### config.mk
export PLATFORM = sky130hd
export DESIGN_NAME = bump_avoid_ctrl_flat
export DESIGN_NICKNAME = d
export VERILOG_FILES = /design/src/rtl/bump_avoid_pkg.sv /design/src/rtl/bump_avoid_if.sv /design/src/rtl/bump_avoid_ctrl_debounce.sv /design/src/rtl/bump_avoid_ctrl.sv /design/src/flat_wrapper.sv
export SDC_FILE = /design/constraint.sdc
export NUM_CORES = 1
export LEC_CHECK = 0
export BUFFER_PORTS_ARGS = -buffer_cell sky130_fd_sc_hd__buf_4
export CORE_ASPECT_RATIO = 0.6
export CORE_MARGIN = 5
export CORE_UTILIZATION = 43
export DETAILED_ROUTE_END_ITERATION = 7
export SLEW_MARGIN = 20
export SYNTH_ARGS = -nofsm -noshare
export SYNTH_HDL_FRONTEND = slang
export SYNTH_SLANG_ARGS = --single-unit
### constraint.sdc
create_clock -name clk -period 4.48 [get_ports clk]
set_clock_uncertainty 0.15 [all_clocks]
set_input_delay 0.224 -clock clk [delete_from_list [all_inputs] [get_ports clk]]
set_output_delay 0.224 -clock clk [all_outputs]
set_load 0.01 [all_outputs]
### src/rtl/bump_avoid_pkg.sv
// Shared types for the bumper escape controller: state codes, side latch and
// the per-state motor command table {len, ldir, ren, rdir}.
package bump_avoid_pkg;

  typedef enum logic [2:0] {
    ST_IDLE   = 3'd0,
    ST_FWD    = 3'd1,
    ST_BACK   = 3'd2,
    ST_TURN_L = 3'd3,
    ST_TURN_R = 3'd4,
    ST_HALT   = 3'd5
  } state_e;

  typedef enum logic [1:0] {
    SIDE_LEFT  = 2'd0,
    SIDE_RIGHT = 2'd1,
    SIDE_BOTH  = 2'd2
  } side_e;

  localparam logic [3:0] MOT_IDLE   = 4'b0000;
  localparam logic [3:0] MOT_FWD    = 4'b1111;
  localparam logic [3:0] MOT_BACK   = 4'b1010;
  localparam logic [3:0] MOT_TURN_L = 4'b1011;
  localparam logic [3:0] MOT_TURN_R = 4'b1110;
  localparam logic [3:0] MOT_HALT   = 4'b0000;

  function automatic logic [3:0] motor_cmd(input logic [2:0] st);
    logic [3:0] cmd;
    case (st)
      ST_IDLE:   cmd = MOT_IDLE;
      ST_FWD:    cmd = MOT_FWD;
      ST_BACK:   cmd = MOT_BACK;
      ST_TURN_L: cmd = MOT_TURN_L;
      ST_TURN_R: cmd = MOT_TURN_R;
      ST_HALT:   cmd = MOT_HALT;
      default:   cmd = MOT_IDLE;
    endcase
    return cmd;
  endfunction

endpackage

### src/rtl/bump_avoid_if.sv
// Control/command bundle between the bumper controller and its environment.
interface bump_avoid_if #(
  parameter int RETRY_W = 2
);
  logic               tick;
  logic               enable;
  logic               l_bumper_n;
  logic               r_bumper_n;
  logic               len;
  logic               ldir;
  logic               ren;
  logic               rdir;
  logic [2:0]         state;
  logic               halted;
  logic [RETRY_W-1:0] bump_count;

  modport master (
    output tick, enable, l_bumper_n, r_bumper_n,
    input  len, ldir, ren, rdir, state, halted, bump_count
  );

  modport slave (
    input  tick, enable, l_bumper_n, r_bumper_n,
    output len, ldir, ren, rdir, state, halted, bump_count
  );
endinterface

### src/rtl/bump_avoid_ctrl_debounce.sv
// Two-flop synchroniser plus debounce for one active-low bumper; the pressed
// level flips only after DEB_CYCLES consecutive disagreeing synchronised samples.
module bumper_debounce #(
  parameter int DEB_CYCLES = 4
) (
  input  logic clk,
  input  logic reset,
  input  logic raw_n,
  output logic pressed
);
  localparam int DW = (DEB_CYCLES > 1) ? $clog2(DEB_CYCLES) : 1;
  localparam logic [DW-1:0] CNT_LAST = DW'(DEB_CYCLES - 1);

  logic          r_sync1;
  logic          r_sync2;
  logic [DW-1:0] r_cnt;
  logic          r_pressed;
  logic          w_sync_pressed;

  assign w_sync_pressed = ~r_sync2;

  // synchroniser chain and disagreement counter
  always_ff @(posedge clk) begin
    if (!reset) begin
      r_sync1   <= 1'b1;
      r_sync2   <= 1'b1;
      r_cnt     <= {DW{1'b0}};
      r_pressed <= 1'b0;
    end else begin
      r_sync1 <= raw_n;
      r_sync2 <= r_sync1;
      if (w_sync_pressed != r_pressed) begin
        if (r_cnt == CNT_LAST) begin
          r_pressed <= w_sync_pressed;
          r_cnt     <= {DW{1'b0}};
        end else begin
          r_cnt <= r_cnt + {{(DW-1){1'b0}}, 1'b1};
        end
      end else begin
        r_cnt <= {DW{1'b0}};
      end
    end
  end

  assign pressed = r_pressed;
endmodule

### src/rtl/bump_avoid_ctrl.sv
// Bumper-driven drive controller: forward until a debounced bump, back up,
// turn away from the bump, and halt after MAX_RETRY bumps without a clear.
module bump_avoid_ctrl
  import bump_avoid_pkg::*;
#(
  parameter int CNT_W       = 16,
  parameter int DEB_CYCLES  = 4,
  parameter int BACK_TICKS  = 1000,
  parameter int TURN_TICKS  = 500,
  parameter int CLEAR_TICKS = 4000,
  parameter int MAX_RETRY   = 3
) (
  input logic         clk,
  input logic         reset,
  bump_avoid_if.slave bus
);
  localparam int RETRY_W = $clog2(MAX_RETRY + 1);
  localparam logic [CNT_W-1:0]   T_ZERO   = {CNT_W{1'b0}};
  localparam logic [CNT_W-1:0]   LD_BACK  = CNT_W'(BACK_TICKS - 1);
  localparam logic [CNT_W-1:0]   LD_TURN  = CNT_W'(TURN_TICKS - 1);
  localparam logic [CNT_W-1:0]   LD_TURN2 = CNT_W'(2 * TURN_TICKS - 1);
  localparam logic [CNT_W-1:0]   LD_CLEAR = CNT_W'(CLEAR_TICKS - 1);
  localparam logic [RETRY_W-1:0] CNT_MAX  = RETRY_W'(MAX_RETRY);

  logic [2:0]         r_state, w_state_nxt;
  logic [CNT_W-1:0]   r_timer, w_timer_nxt, w_timer_dec;
  logic [RETRY_W-1:0] r_cnt, w_cnt_nxt, w_cnt_inc;
  side_e              r_side, w_side_nxt, w_side_now;
  logic               w_l_pressed, w_r_pressed, w_timeout;
  logic [3:0]         w_mot;
  logic               w_halted;

  bumper_debounce #(.DEB_CYCLES(DEB_CYCLES)) u_deb_l (
    .clk(clk), .reset(reset), .raw_n(bus.l_bumper_n), .pressed(w_l_pressed)
  );
  bumper_debounce #(.DEB_CYCLES(DEB_CYCLES)) u_deb_r (
    .clk(clk), .reset(reset), .raw_n(bus.r_bumper_n), .pressed(w_r_pressed)
  );

  assign w_timeout   = bus.tick && (r_timer == T_ZERO);
  assign w_timer_dec = r_timer - {{(CNT_W-1){1'b0}}, bus.tick};
  assign w_cnt_inc   = (r_cnt == CNT_MAX) ? r_cnt : r_cnt + {{(RETRY_W-1){1'b0}}, 1'b1};
  // a left hit means escape to the right; a double hit also turns right
  assign w_side_now  = (w_l_pressed && w_r_pressed) ? SIDE_BOTH :
                       (w_l_pressed ? SIDE_LEFT : SIDE_RIGHT);

  // state, timer, retry counter and side latch registers
  always_ff @(posedge clk) begin
    if (!reset) begin
      r_state <= ST_IDLE;
      r_timer <= T_ZERO;
      r_cnt   <= {RETRY_W{1'b0}};
      r_side  <= SIDE_LEFT;
    end else begin
      r_state <= w_state_nxt;
      r_timer <= w_timer_nxt;
      r_cnt   <= w_cnt_nxt;
      r_side  <= w_side_nxt;
    end
  end

  // next-state, timer and counter decisions in priority order
  always_comb begin
    w_state_nxt = r_state;
    w_timer_nxt = r_timer;
    w_cnt_nxt   = r_cnt;
    w_side_nxt  = r_side;
    if (!bus.enable) begin
      w_state_nxt = ST_IDLE;
      w_timer_nxt = T_ZERO;
      w_cnt_nxt   = {RETRY_W{1'b0}};
    end else begin
      case (r_state)
        ST_IDLE: begin
          w_state_nxt = ST_FWD;
          w_timer_nxt = LD_CLEAR;
        end
        ST_FWD: begin
          if (w_l_pressed || w_r_pressed) begin
            w_cnt_nxt = w_cnt_inc;
            if (w_cnt_inc == CNT_MAX) begin
              w_state_nxt = ST_HALT;
              w_timer_nxt = T_ZERO;
            end else begin
              w_state_nxt = ST_BACK;
              w_timer_nxt = LD_BACK;
              w_side_nxt  = w_side_now;
            end
          end else if (w_timeout) begin
            // timer stays at zero so the count is re-cleared on every tick
            w_cnt_nxt = {RETRY_W{1'b0}};
          end else begin
            w_timer_nxt = w_timer_dec;
          end
        end
        ST_BACK: begin
          if (w_timeout) begin
            if (r_side == SIDE_RIGHT) begin
              w_state_nxt = ST_TURN_L;
              w_timer_nxt = LD_TURN;
            end else begin
              w_state_nxt = ST_TURN_R;
              w_timer_nxt = (r_side == SIDE_BOTH) ? LD_TURN2 : LD_TURN;
            end
          end else begin
            w_timer_nxt = w_timer_dec;
          end
        end
        ST_TURN_L, ST_TURN_R: begin
          if (w_timeout) begin
            w_state_nxt = ST_FWD;
            w_timer_nxt = LD_CLEAR;
          end else begin
            w_timer_nxt = w_timer_dec;
          end
        end
        ST_HALT: begin
          w_state_nxt = ST_HALT;
        end
        default: begin
          w_state_nxt = ST_IDLE;
          w_timer_nxt = T_ZERO;
        end
      endcase
    end
  end

  // Moore decode of the state register
  always_comb begin
    w_mot    = motor_cmd(r_state);
    w_halted = (r_state == ST_HALT);
  end

  assign bus.len        = w_mot[3];
  assign bus.ldir       = w_mot[2];
  assign bus.ren        = w_mot[1];
  assign bus.rdir       = w_mot[0];
  assign bus.state      = r_state;
  assign bus.halted     = w_halted;
  assign bus.bump_count = r_cnt;
endmodule
### src/flat_wrapper.sv
// flat-port wrapper written by rule: the top's interface ports become plain ports
module bump_avoid_ctrl_flat import bump_avoid_pkg::*;
#(
  parameter int CNT_W       = 16,
  parameter int DEB_CYCLES  = 4,
  parameter int BACK_TICKS  = 1000,
  parameter int TURN_TICKS  = 500,
  parameter int CLEAR_TICKS = 4000,
  parameter int MAX_RETRY   = 3
)
  (clk, reset, bus_tick, bus_enable, bus_l_bumper_n, bus_r_bumper_n, bus_len, bus_ldir, bus_ren, bus_rdir, bus_state, bus_halted, bus_bump_count);
  bump_avoid_if bus_i ();
  input logic clk;
  input logic reset;
  input wire logic [$bits(bus_i.tick)-1:0] bus_tick;
  input wire logic [$bits(bus_i.enable)-1:0] bus_enable;
  input wire logic [$bits(bus_i.l_bumper_n)-1:0] bus_l_bumper_n;
  input wire logic [$bits(bus_i.r_bumper_n)-1:0] bus_r_bumper_n;
  output wire logic [$bits(bus_i.len)-1:0] bus_len;
  output wire logic [$bits(bus_i.ldir)-1:0] bus_ldir;
  output wire logic [$bits(bus_i.ren)-1:0] bus_ren;
  output wire logic [$bits(bus_i.rdir)-1:0] bus_rdir;
  output wire logic [$bits(bus_i.state)-1:0] bus_state;
  output wire logic [$bits(bus_i.halted)-1:0] bus_halted;
  output wire logic [$bits(bus_i.bump_count)-1:0] bus_bump_count;
  assign bus_i.tick = bus_tick;
  assign bus_i.enable = bus_enable;
  assign bus_i.l_bumper_n = bus_l_bumper_n;
  assign bus_i.r_bumper_n = bus_r_bumper_n;
  assign bus_len = bus_i.len;
  assign bus_ldir = bus_i.ldir;
  assign bus_ren = bus_i.ren;
  assign bus_rdir = bus_i.rdir;
  assign bus_state = bus_i.state;
  assign bus_halted = bus_i.halted;
  assign bus_bump_count = bus_i.bump_count;
  bump_avoid_ctrl #(.CNT_W(CNT_W), .DEB_CYCLES(DEB_CYCLES), .BACK_TICKS(BACK_TICKS), .TURN_TICKS(TURN_TICKS), .CLEAR_TICKS(CLEAR_TICKS), .MAX_RETRY(MAX_RETRY)) u_core (.clk(clk), .reset(reset), .bus(bus_i));
endmodule
==> impl_summary.md, run 1 <==
GRT
Global routing used 20.5% of the available tracks across all layers. The wire length of the first global-routing pass is 10500 um. The number of global-route vias before repair is 2001. The number of antenna violations at the first check in global routing is 0. The total overflow left after global routing is 0. Entering global routing, the biggest net connects 24 pins.

Die
The width of the die is 102 um. The area inside the core boundary is 4980 um2. Measured along the y axis, the die boundary spans 65.2 um.

The floorplan has 20 rows. During I/O placement, the number of pins put on the boundary was 16. For this configuration, the core starts out at a cell density of 43.8%. The full die area is 6650 um2.

Logic synthesis
The share of synthesized area occupied by flip-flops and latches is 30.3%. The mean instance size in the synthesized netlist is 7.43 um2. The top cell type by area accounts for 30.3% of the synthesized area. In this run the cell area of the synthesized design comes to 2180 um2.

The most used flip-flop cell after synthesis is dfxtp_1. The synthesized netlist cell count is 294. The biggest area contributor in the post-synthesis netlist is dfxtp_1. The share of async-settable or async-resettable flops after synthesis is 0%. Sorting the synthesized cells by area gives the leading types as dfxtp_1 30%, nor2_1 7.0%, a21oi_1 6.2%, nand2_1 4.6%, nor3_1 4.6%. The synthesis warning total is 0. After synthesis the netlist holds a flip-flop and latch count of 33.

The synthesized design contains 0 enable-type register cells. The netlist uses 57 different library cells. The total nets after synthesis is 304.

STA
The worst pin sits at a relative slew slack of 35.7%. Setup violations remaining at the end of the flow were counted as 0. Once routing completed, OpenROAD measured the worst setup slack at 1.73 ns. The number of endpoints with negative hold slack in the final report was 0. At the pin with the least slew margin, the transition time is 0.960 ns. The post-route minimum period is 2.75 ns.

Summed over all failing endpoints, the final setup total negative slack is 0 ns. Setup repair after global routing left no endpoint under its margin. The total count of max-transition violations in the final report is 0. Hold timing on the final database bottoms out at a slack of 0.0114 ns. The highest attainable clock frequency is 0.363 GHz. The fraction of the cycle the final worst path needs is 61.4%.

Critical path
Of all nets on the critical path, the largest fanout is 16. Traced cell by cell, the critical path runs through nand2b_1, nand4b_1, o211ai_1, nor3_1, o21ai_0, o21ai_1. The kind of start point of the critical path is a flop.

The data arrival time at the worst-slack endpoint is 2.75 ns. The family with the most delay on the worst path is compound AO/OA/AOI/OAI gates. The type of element capturing the critical path is a flop. The number of buffer and inverter instances along the worst setup path is 0. At the worst endpoint, the required time is 4.48 ns. The slowest stage of the critical path is the o211ai_1 cell. The maximum cell stage delay along the critical path is 0.83 ns. The class of the most critical setup path is flop to flop.

Detailed routing
For this block, the via count after detailed routing is 2269. The number of iterations in the first detailed-routing pass is 6. The detailed router finished its first iteration with 313 violations.

Dividing the detail-routed via count by the number of cells gives 6.12. In the routed design, unresolved DRC markers number 0. The routed design has 6440 um of wire. The detail route stage leaves a number of antenna-violating nets equal to 0. The detailed-route wire length per cell is 17.4 um.

Place
The weighted congestion at the end of routability-driven global placement is 0.940. Input and output buffers added on the ports amount to 15. In this run the cell area measured after placement is 2320 um2.

OpenSTA, run right after detailed placement, puts the worst setup slack at 1.78 ns. The final HPWL from detailed placement is 4730 um. Counting tap cells, the placed design contains a total of 361 instances.

Cells and area
Fill cells in the final layout number 486. The repair_antennas step left the layout with diodes totalling 0. The most common cell after layout, fill and taps aside is nor2_1. The fraction of layout instances using a drive strength above 1 is 13.4%.

The area of all placed cells without fillers is 2450 um2. The number of nets at the end of the flow is 314. The area of all sequential standard cells is 661 um2. The number of non-filler instances in the completed layout is 371. The library cells used most frequently in the layout, excluding fill and tap cells, are 41 x nor2_1, 33 x dfxtp_1, 27 x nand2_1, 27 x a21oi_1, 20 x nor3_1.

In the final layout, the multi-input gates occupy 1430 um2. Relative to the synthesized area, the layout overhead comes to 12.4%. Measured on the finished design, the core utilization comes to 49.3%.

Status
The run finished with clean final reports.

Clock network
The clock latency at the later pin of the worst-skew pair is 0.29 ns. After clock tree synthesis, the clock-pin slew on the worst setup and hold paths is 0.07 ns. In this run the deepest clock path goes through 2 buffers. Clock tree synthesis selected as its root buffer the cell clkbuf_8. CTS saw 33 sinks. The H-tree level count is 2. The TritonCTS clock tree is built. The number of setup buffers added after CTS is 0.

The number of buffers created by CTS is 5.

Pwr
The total power is 0.795 mW. The power per cell area is 324 nW/um2. The maximum ir drop on the vdd rail is 0.134 mV.

The leakage power is 0.888 nW.

Worst hold path
The worst hold path class is primary input to flop.

Flow run
Across the run, the number of max-cap violations was 0.
==> layer usage <==
metal  share of wire [%]  track usage, %
met1                  48            32.5
met2                  37            24.6
met3                  14            7.10
met4                 1.2            6.22
met5                   0               0
==> state kept, by name, indices dropped and copies added (netlist names) <==
name / flops
u_core.u_deb_r.r_cnt: 2
u_core.u_deb_l.r_sync2: 1
u_core.r_timer: 16
u_core.u_deb_l.r_cnt: 2
u_core.u_deb_r.r_sync1: 1
u_core.u_deb_l.r_sync1: 1
u_core.bus.bump_count: 2
u_core.bus.state: 3
u_core.r_side: 2
u_core.u_deb_r.pressed: 1
u_core.u_deb_r.r_sync2: 1
u_core.u_deb_l.pressed: 1
==> cells in the mapped netlist (2+ instances only) <==
| master | n |
|---|---|
| nor2b_1 | 2 |
| nand4b_1 | 3 |
| buf_2 | 3 |
| o211ai_1 | 3 |
| xnor2_1 | 5 |
| nand2_1 | 27 |
| inv_1 | 10 |
| nor3_1 | 20 |
| o21ai_0 | 16 |
| ha_1 | 4 |
| or2_1 | 2 |
| dfxtp_1 | 33 |
| nor4_2 | 2 |
| o21a_1 | 3 |
| a22oi_1 | 3 |
| nand3_1 | 6 |
| nor2_1 | 41 |
| nor4_1 | 3 |
| a31oi_1 | 4 |
| xor2_1 | 3 |
| nand2b_1 | 7 |
| clkbuf_1 | 8 |
| a221oi_1 | 2 |
| and3_1 | 2 |
| o22ai_1 | 5 |
| o32a_1 | 2 |
| a211oi_1 | 7 |
| o21ai_1 | 4 |
| nor2_2 | 2 |
| nor3b_1 | 4 |
| buf_1 | 2 |
| or3b_2 | 3 |
| nor4b_1 | 2 |
| or2_2 | 2 |
| a21oi_1 | 27 |
==> what timing repair did <==
item,4_1_cts,5_1_grt
hold endpoints to repair,2,0
hold buffers,2,0
setup endpoints to repair,0,0
resized for setup,0,0
==> power breakdown <==
group / internal (mW) / switching (mW) / total [mW]
sequential: 0.305 / 0.0209 / 0.326
combinational: 0.0678 / 0.109 / 0.177
clock: 0.181 / 0.111 / 0.292
total: 0.554 / 0.241 / 0.795
==> area by class of cell <==
class                   instances  area share [%]
multi-input cells             237            58.1
flip-flops and latches         33            26.9
repair buffers                 17            5.40
clock buffers                   7            3.52
well taps                      66            3.36
inverters                      10            1.53
clock inverters                 1            1.22
==> worst paths after layout <==
check | slack [ns] | cells after the start | startpoint | to
setup / recovery | 1.73 | 6 | u_core.bus.state[0] | u_core.r_timer[8]
setup reg to reg | 1.73 | 6 | u_core.bus.state[0] | u_core.r_timer[8]
hold / removal | 0.01 | 2 | reset | u_core.u_deb_l.r_sync1
hold reg to reg | 0.26 | 1 | u_core.u_deb_l.r_sync1 | u_core.u_deb_l.r_sync2
==> cells by family (layout without fill, tap and decap cells) <==
logic type | count (synthesis) | in the layout | share of synthesized area [%]
compound gates | 87 | 87 | 25.9
xor+xnor | 8 | 8 | 3.21
fa+ha+maj | 4 | 4 | 2.29
buf+inv | 24 | 35 | 4.47
flops | 33 | 33 | 30.3
simple gates | 138 | 138 | 33.9
No activity file was read; power rests on OpenSTA's default activity.
==> run 2: changes to the inputs <==
- clock period: 4.48 -> 2.33 ns (I/O delays scaled with it)
==> run 2 against run 1 <==
Net effect:
- final area increased by 12%
- power is 85% higher
- non-clock buffer count rose by 37
- sequential power rose by 91%
- via count is 9.9% higher
- worst hold slack better by 0.14 ns
- setup slack got worse by 1.6 ns
- first-iteration DRC count is 1.3% higher
- die area stayed put
- combinational power increased by 140%
- core utilization grew 6.0 points
- largest power group unchanged
==> impl_summary.md, run 2 (synthesis gave the netlist of run 1 again) <==
Clock network
The H-tree level count is 2. The maximum count of clock buffers along a single path is 2. The clock latency at the later pin of the worst-skew pair is 0.29 ns. The TritonCTS clock tree is built. After clock tree synthesis, the clock-pin slew on the worst setup and hold paths is 0.07 ns.

The library cell used as clock root buffer is clkbuf_8. The number of sinks driven by the clock tree is 33. Clock tree synthesis inserted a total of 5 buffers.

Pwr
The proportion of total power due to net switching is 33.6%. The leakage power is 1.09 nW. Cell internal power was estimated by the tool at 0.976 mW.

The total power is 1.47 mW. The power dissipated by switching net loads is 0.493 mW. The part of the total power dissipated in the clock network is 29.1%.

The power per cell area is 534 nW/um2. The worst-case IR drop observed on VDD is 0.242 mV. The share of total power dissipated in combinational logic is 28.6%. The share of total power dissipated in sequential elements is 42.3%.

GRT
Entering global routing, the biggest net connects 14 pins. The number of antenna violations at the first check in global routing came to 0. The number of global-route vias before repair came to 2195. The first global-routing pass estimated 11700 um of wire. The routing usage on met2 is 30.1%.

Global routing consumed, over all layers together, 22.8% of the routing resources. The highest-utilization routing layer at the global route stage is met1. The overflow left after global routing is 0. The met1 usage in global routing is 35.5%. The met3 global-route usage is 7.00%.

Place
The weighted congestion at the end of routability-driven global placement is 0.996. The final HPWL from detailed placement is 5590 um. The number of placed instances with taps included is 393.

Prior to clock tree synthesis, the placed netlist has a worst setup slack of 0.149 ns. The placed instances occupy a cell area of 2560 um2. The quantity of I/O buffers inserted on ports is 15.

Cells and area
The fraction of layout instances using a drive strength above 1 is 23.1%. The number of non-filler instances in the completed layout is 408. The library cells used most frequently in the layout, excluding fill and tap cells, are 49 x buf_4, 41 x nor2_1, 33 x dfxtp_1, 27 x nand2_1, 27 x a21oi_1. The area added between synthesis and finish is 26.1%. The number of flip-flops under the largest register name is 16. Ranked by flip-flop count, first place goes to u_core.r_timer. The core utilization of the finished layout is 55.3%. Leaving out fill and tap cells, the most frequent cell in the layout is buf_4. The number of nets at the end of the flow is 351.

The number of antenna diodes in the final layout is 0. The area of all placed cells without fillers is 2750 um2.

Die
The die covers 6650 um2. After floorplanning, the core was divided into 20 placement rows. Pin placement for this block handled 16 I/O pins.

From left edge to right edge, the die measures 102 um. The total area inside the core boundary comes to 4980 um2. The die is 65.2 um tall. The initial utilization of the core area, before any placement, comes to 43.8%.

STA
The setup slack after layout is 0.0989 ns. The fraction of the cycle the final worst path needs is 95.8%. For the final routed database, the setup TNS stands at 0 ns. The post-route minimum period is 2.23 ns. The number of endpoints with negative hold slack in the final report is 0. The highest attainable clock frequency is 0.448 GHz. The final-layout worst hold slack is 0.156 ns. The total count of max-transition violations in the final report was 0. The relative max-transition margin is 68.2%.

At the pin with the least slew margin, the transition time is 0.476 ns. Setup violations remaining at the end of the flow were counted as 0.

Detailed routing
In the routed layout, each cell is associated on average with a via count of 6.11. After detailed routing, the total wire length is 7390 um. The number of iterations in the first detailed-routing pass is 5. The total number of vias is 2493. The number of DRC markers after the initial detailed-route iteration is 317.

The final routed DRC violation total is 0. The post-route antenna net violation count is 0. The detailed-route wire length per cell is 18.1 um.

Critical path
At the worst endpoint, the required time is 2.40 ns. Traced cell by cell, the critical path runs through or4_4, nor3_4, buf_4, a21oi_2, a211oi_2, nor3_1, o21ai_1. The kind of start point of the critical path is a flop. The maximum cell stage delay along the critical path is 0.56 ns.

The data arrival time at the worst-slack endpoint is 2.31 ns. The slowest cell on the critical path is or4_4. The beginning of the worst register-to-register path is u_core.r_timer[4]. Across all register-to-register paths, the minimum setup slack is 0.1 ns.

The endpoint identified for the worst register-to-register timing path is u_core.r_timer[1]. The worst setup path is of the flop to flop kind. The peak fanout along the critical path is 6. The worst setup path is captured at a flop. The number of cell instances on the worst register-to-register path is 7.

Worst hold path
The critical hold path startpoint is bus_tick. The path with the worst hold slack has its endpoint at u_core.r_timer[0]. Counting instances, the worst hold path has a depth of 5. The worst hold path belongs to the class primary input to flop.

Flow run
Max-cap violations in this run came to 0.

Status
The run finished with clean final reports.
run 2: how the worst max path moves through the flow:
stage	start	end	slack, ns	cells past startpoint
6_report	u_core.r_timer[4]	u_core.r_timer[1]	0.1	7
5_1_grt	u_core.r_timer[7]	u_core.r_timer[13]	-0.03	7
4_1_cts	u_core.r_timer[15]	u_core.r_timer[13]	0.12	6
3_5_place_dp	u_core.r_timer[15]	u_core.r_timer[2]	0.15	5
3_3_place_gp	u_core.r_timer[3]	u_core.r_timer[2]	0.13	6
2_1_floorplan	u_core.r_timer[3]	u_core.r_timer[3]	0.37	6
run 2: layout make-up:
cell class | count | area [um2]
multi-input cells | 237 | 1470
well taps | 66 | 82.6
clock inverters | 2 | 10.0
clock buffers | 6 | 72.6
repair buffers | 54 | 418
inverters | 10 | 37.5
flip-flops and latches | 33 | 661
fillers | 486 | 2230
run 2: critical path, delay by kind of cell (launching register included):
kind	cells	cell delay, ns
AO/OA/AOI/OAI	3	0.61
buffers and inverters	1	0.19
AND/OR/NAND/NOR	3	0.81
flip-flops	1	0.40
run 2: repair_timing:
action                     4_1_cts  5_1_grt
resized for setup                0        8
hold buffers                     5        0
setup buffers                    0        2
setup endpoints to repair        0       15
hold endpoints to repair         4        0
run 2: metal layers:
metal / up-vias / share of wire, %
met5: - / 0
met4: 0 / 1.2
met3: 13 / 12
met2: 159 / 37
met1: 1155 / 50
li1: 1166 / -
run 2: power groups by stage:
stage	Sequential [mW]	Clock, mW	Combinational, mW
after global placement	0.629	0	0.382
after global routing	0.626	0.459	0.454
final	0.622	0.427	0.420
after floorplan	0.626	0	0.246
after detailed placement	0.630	0	0.381
after CTS	0.617	0.432	0.389
==> run 3: changes to the inputs <==
- PLACE_DENSITY_LB_ADDON: default -> 0.3
- RECOVER_POWER: default -> 100
==> run 3 against run 2 <==
Net effect:
- final cell count shrank 0.98%
- core utilization is 1.4 points lower
- sequential share of layout area increased by 0.60 points
- first-iteration DRC count increased by 7.3%
- sequential cell count stayed put
- fmax decreased by 2.7%
- critical path depth shrank 1
- critical path type unchanged
- critical endpoint is now u_core.r_timer[2]
- largest cell class unchanged
==> impl_summary.md, run 3 (synthesis gave the netlist of run 1 again) <==
Status
The flow ran to the end, and the final reports show no timing, DRC or antenna violations.

Critical path
The data required time at the worst endpoint is 2.35 ns. Traced cell by cell, the critical path runs through or4_4, nor3_4, a31oi_1, a2bb2oi_1, a221oi_2, o21ai_0. The slowest stage of the critical path belongs to the cell or4_4.

Together, buffers and inverters on the worst path number 0. The kind of start point of the critical path is a flop. Grouping stages by cell kind, the critical path spends the most delay in simple AND/OR/NAND/NOR gates.

STA classifies the critical path endpoint as a flop. The data arrival time at the worst-slack endpoint is 2.31 ns. The peak fanout along the critical path is 6.

The maximum cell stage delay along the critical path is 0.59 ns. The worst setup path is of the flop to flop kind.

Cells and area
In the final design database the tool counted 348 nets. The register with the most flip-flops is u_core.r_timer. Of the cells placed in the final design, the portion with a size suffix greater than 1 is 19.2%.

For this run, the number of standard cells in the final layout without fillers is 404. The area of all placed cells without fillers is 2690 um2. The most common cell after layout, fill and taps aside is nor2_1. The number of flip-flops under the largest register name is 16. The library cells used most frequently in the layout, excluding fill and tap cells, are 42 x nor2_1, 36 x buf_4, 33 x dfxtp_1, 27 x nand2_1, 27 x a21oi_1. The area added between synthesis and finish is 23.0%. The antenna diode count is 0.

STA
For the pin with the worst max-slew slack, the measured transition is 0.469 ns. Summed over all failing endpoints, the final setup total negative slack is 0 ns. The worst pin sits at a relative slew slack of 68.7%.

The number of endpoints with negative hold slack in the final report is 0. The highest attainable clock frequency is 0.436 GHz. The total count of max-transition violations in the final report is 0. Setup violations remaining at the end of the flow were counted as 0. The fraction of the cycle the final worst path needs is 98.4%. The post-route minimum period is 2.29 ns.

Detailed routing
For this run, design rule violations remaining after detail routing come to 0. Wires add up to 7340 um. The post-route antenna net violation count is 0.

The total number of vias is 2445. The detailed-route wire length per cell is 18.2 um. The post-detailed-route via-to-cell ratio is 6.05.

Before antenna repair, the detailed router went through 5 iterations. The number of DRC markers after the initial detailed-route iteration is 340.

Clock network
Buffers added to address setup during post-CTS repair amount to 0. The number of sinks driven by the clock tree is 33. The library cell used as clock root buffer is clkbuf_8. The number of buffers created by CTS is 5. For the worst-skew pair, the clock arrives at the later sink with an insertion delay of 0.29 ns. The H-tree level count is 2. In this run the deepest clock path goes through 2 buffers. Clock-pin slew was measured on the worst setup and hold paths at 0.07 ns.

TritonCTS built the clock tree.

Die
Pin placement for this block handled 16 I/O pins. The die height is 65.2 um. Once the floorplan was initialized, standard cells occupied 43.8% of the core.

The full die area is 6650 um2. The number of rows in the core area is 20. The area inside the core boundary is 4980 um2. The die is 102 um wide.

Place
The congestion estimate from routability-driven global placement came to 1.04. The number of placed instances with taps included is 392. Summing all placed instances gives a cell area of 2550 um2. The final HPWL from detailed placement is 5460 um.

The quantity of I/O buffers inserted on ports is 15.

GRT
The number of antenna violations at the first check in global routing is 0. The global router's overall resource usage is 22.6%. The number of global-route vias before repair was 2184. Entering global routing, the biggest net connects 11 pins. The first global-routing pass estimated 11500 um of wire. After global routing the overflow that remains totals 0.

Worst hold path
The worst hold path class is primary input to flop.

Flow run
Max-cap violations in this run came to 0.

Pwr
VDD sags by at most 0.238 mV. Power spread over the standard cell area amounts to 550 nW/um2. The leakage power is 1.01 nW.
-- run 3: cell type report --
| cell class | instances | area, um2 |
|---|---|---|
| inverter | 10 | 37.5 |
| sequential | 33 | 661 |
| fill | 495 | 2290 |
| multi-input combinational | 237 | 1460 |
| tap | 66 | 82.6 |
| clock buffer | 7 | 86.3 |
| timing repair buffer | 51 | 359 |
-- run 3: where the power goes --
group | switching [mW] | leakage, nW | total, mW | internal, mW
logic | 0.240 | 0.698 | 0.408 | 0.168
registers | 0.0332 | 0.270 | 0.620 | 0.587
clock network | 0.213 | 0.0443 | 0.448 | 0.235
-- run 3: path summary, 6_finish.rpt --
| check | endpoint | depth (start not counted) | slack (ns) | startpoint |
|---|---|---|---|---|
| min | u_core.r_timer[0] | 5 | 0.17 | bus_tick |
| max | u_core.r_timer[2] | 6 | 0.04 | u_core.r_timer[3] |
| max reg2reg | u_core.r_timer[2] | 6 | 0.04 | u_core.r_timer[3] |
| min reg2reg | u_core.u_deb_l.r_sync2 | 1 | 0.26 | u_core.u_deb_l.r_sync1 |
-- run 3: stage by stage --
stage	hold slack, ns	util, %	power (mW)	setup WS (ns)
final	0.168	53.9	1.48	0.0371
after global routing	0.215	53.9	1.54	-0.0436
after CTS	0.168	54.0	1.47	0.0413
after detailed placement	0.158	51.2	1.01	0.0470
after global placement	0.148	51.2	1.01	0.0941
after floorplan	0.0395	-	0.872	0.374
-- run 3: worst register-to-register path: stages (launching register included) --
cell	delay [ns]
dfxtp_1	0.39
or4_4	0.59
nor3_4	0.30
a31oi_1	0.16
a2bb2oi_1	0.17
a221oi_2	0.30
o21ai_0	0.12
-- run 3: repair_timing --
item | CTS | global route
setup endpoints to repair | 0 | 8
gates resized for setup | 0 | 6
hold buffers | 5 | 0
hold endpoints to repair | 4 | 0
-- run 3: per-layer routing --
layer / vias to the layer above / wire length [um] / GRT usage [%]
met5: - / 0 / 0
met1: 1126 / 3410 / 33.2
met2: 149 / 2770 / 29.8
met4: 0 / 57 / 4.42
met3: 8 / 1110 / 10.2
li1: 1162 / - / -
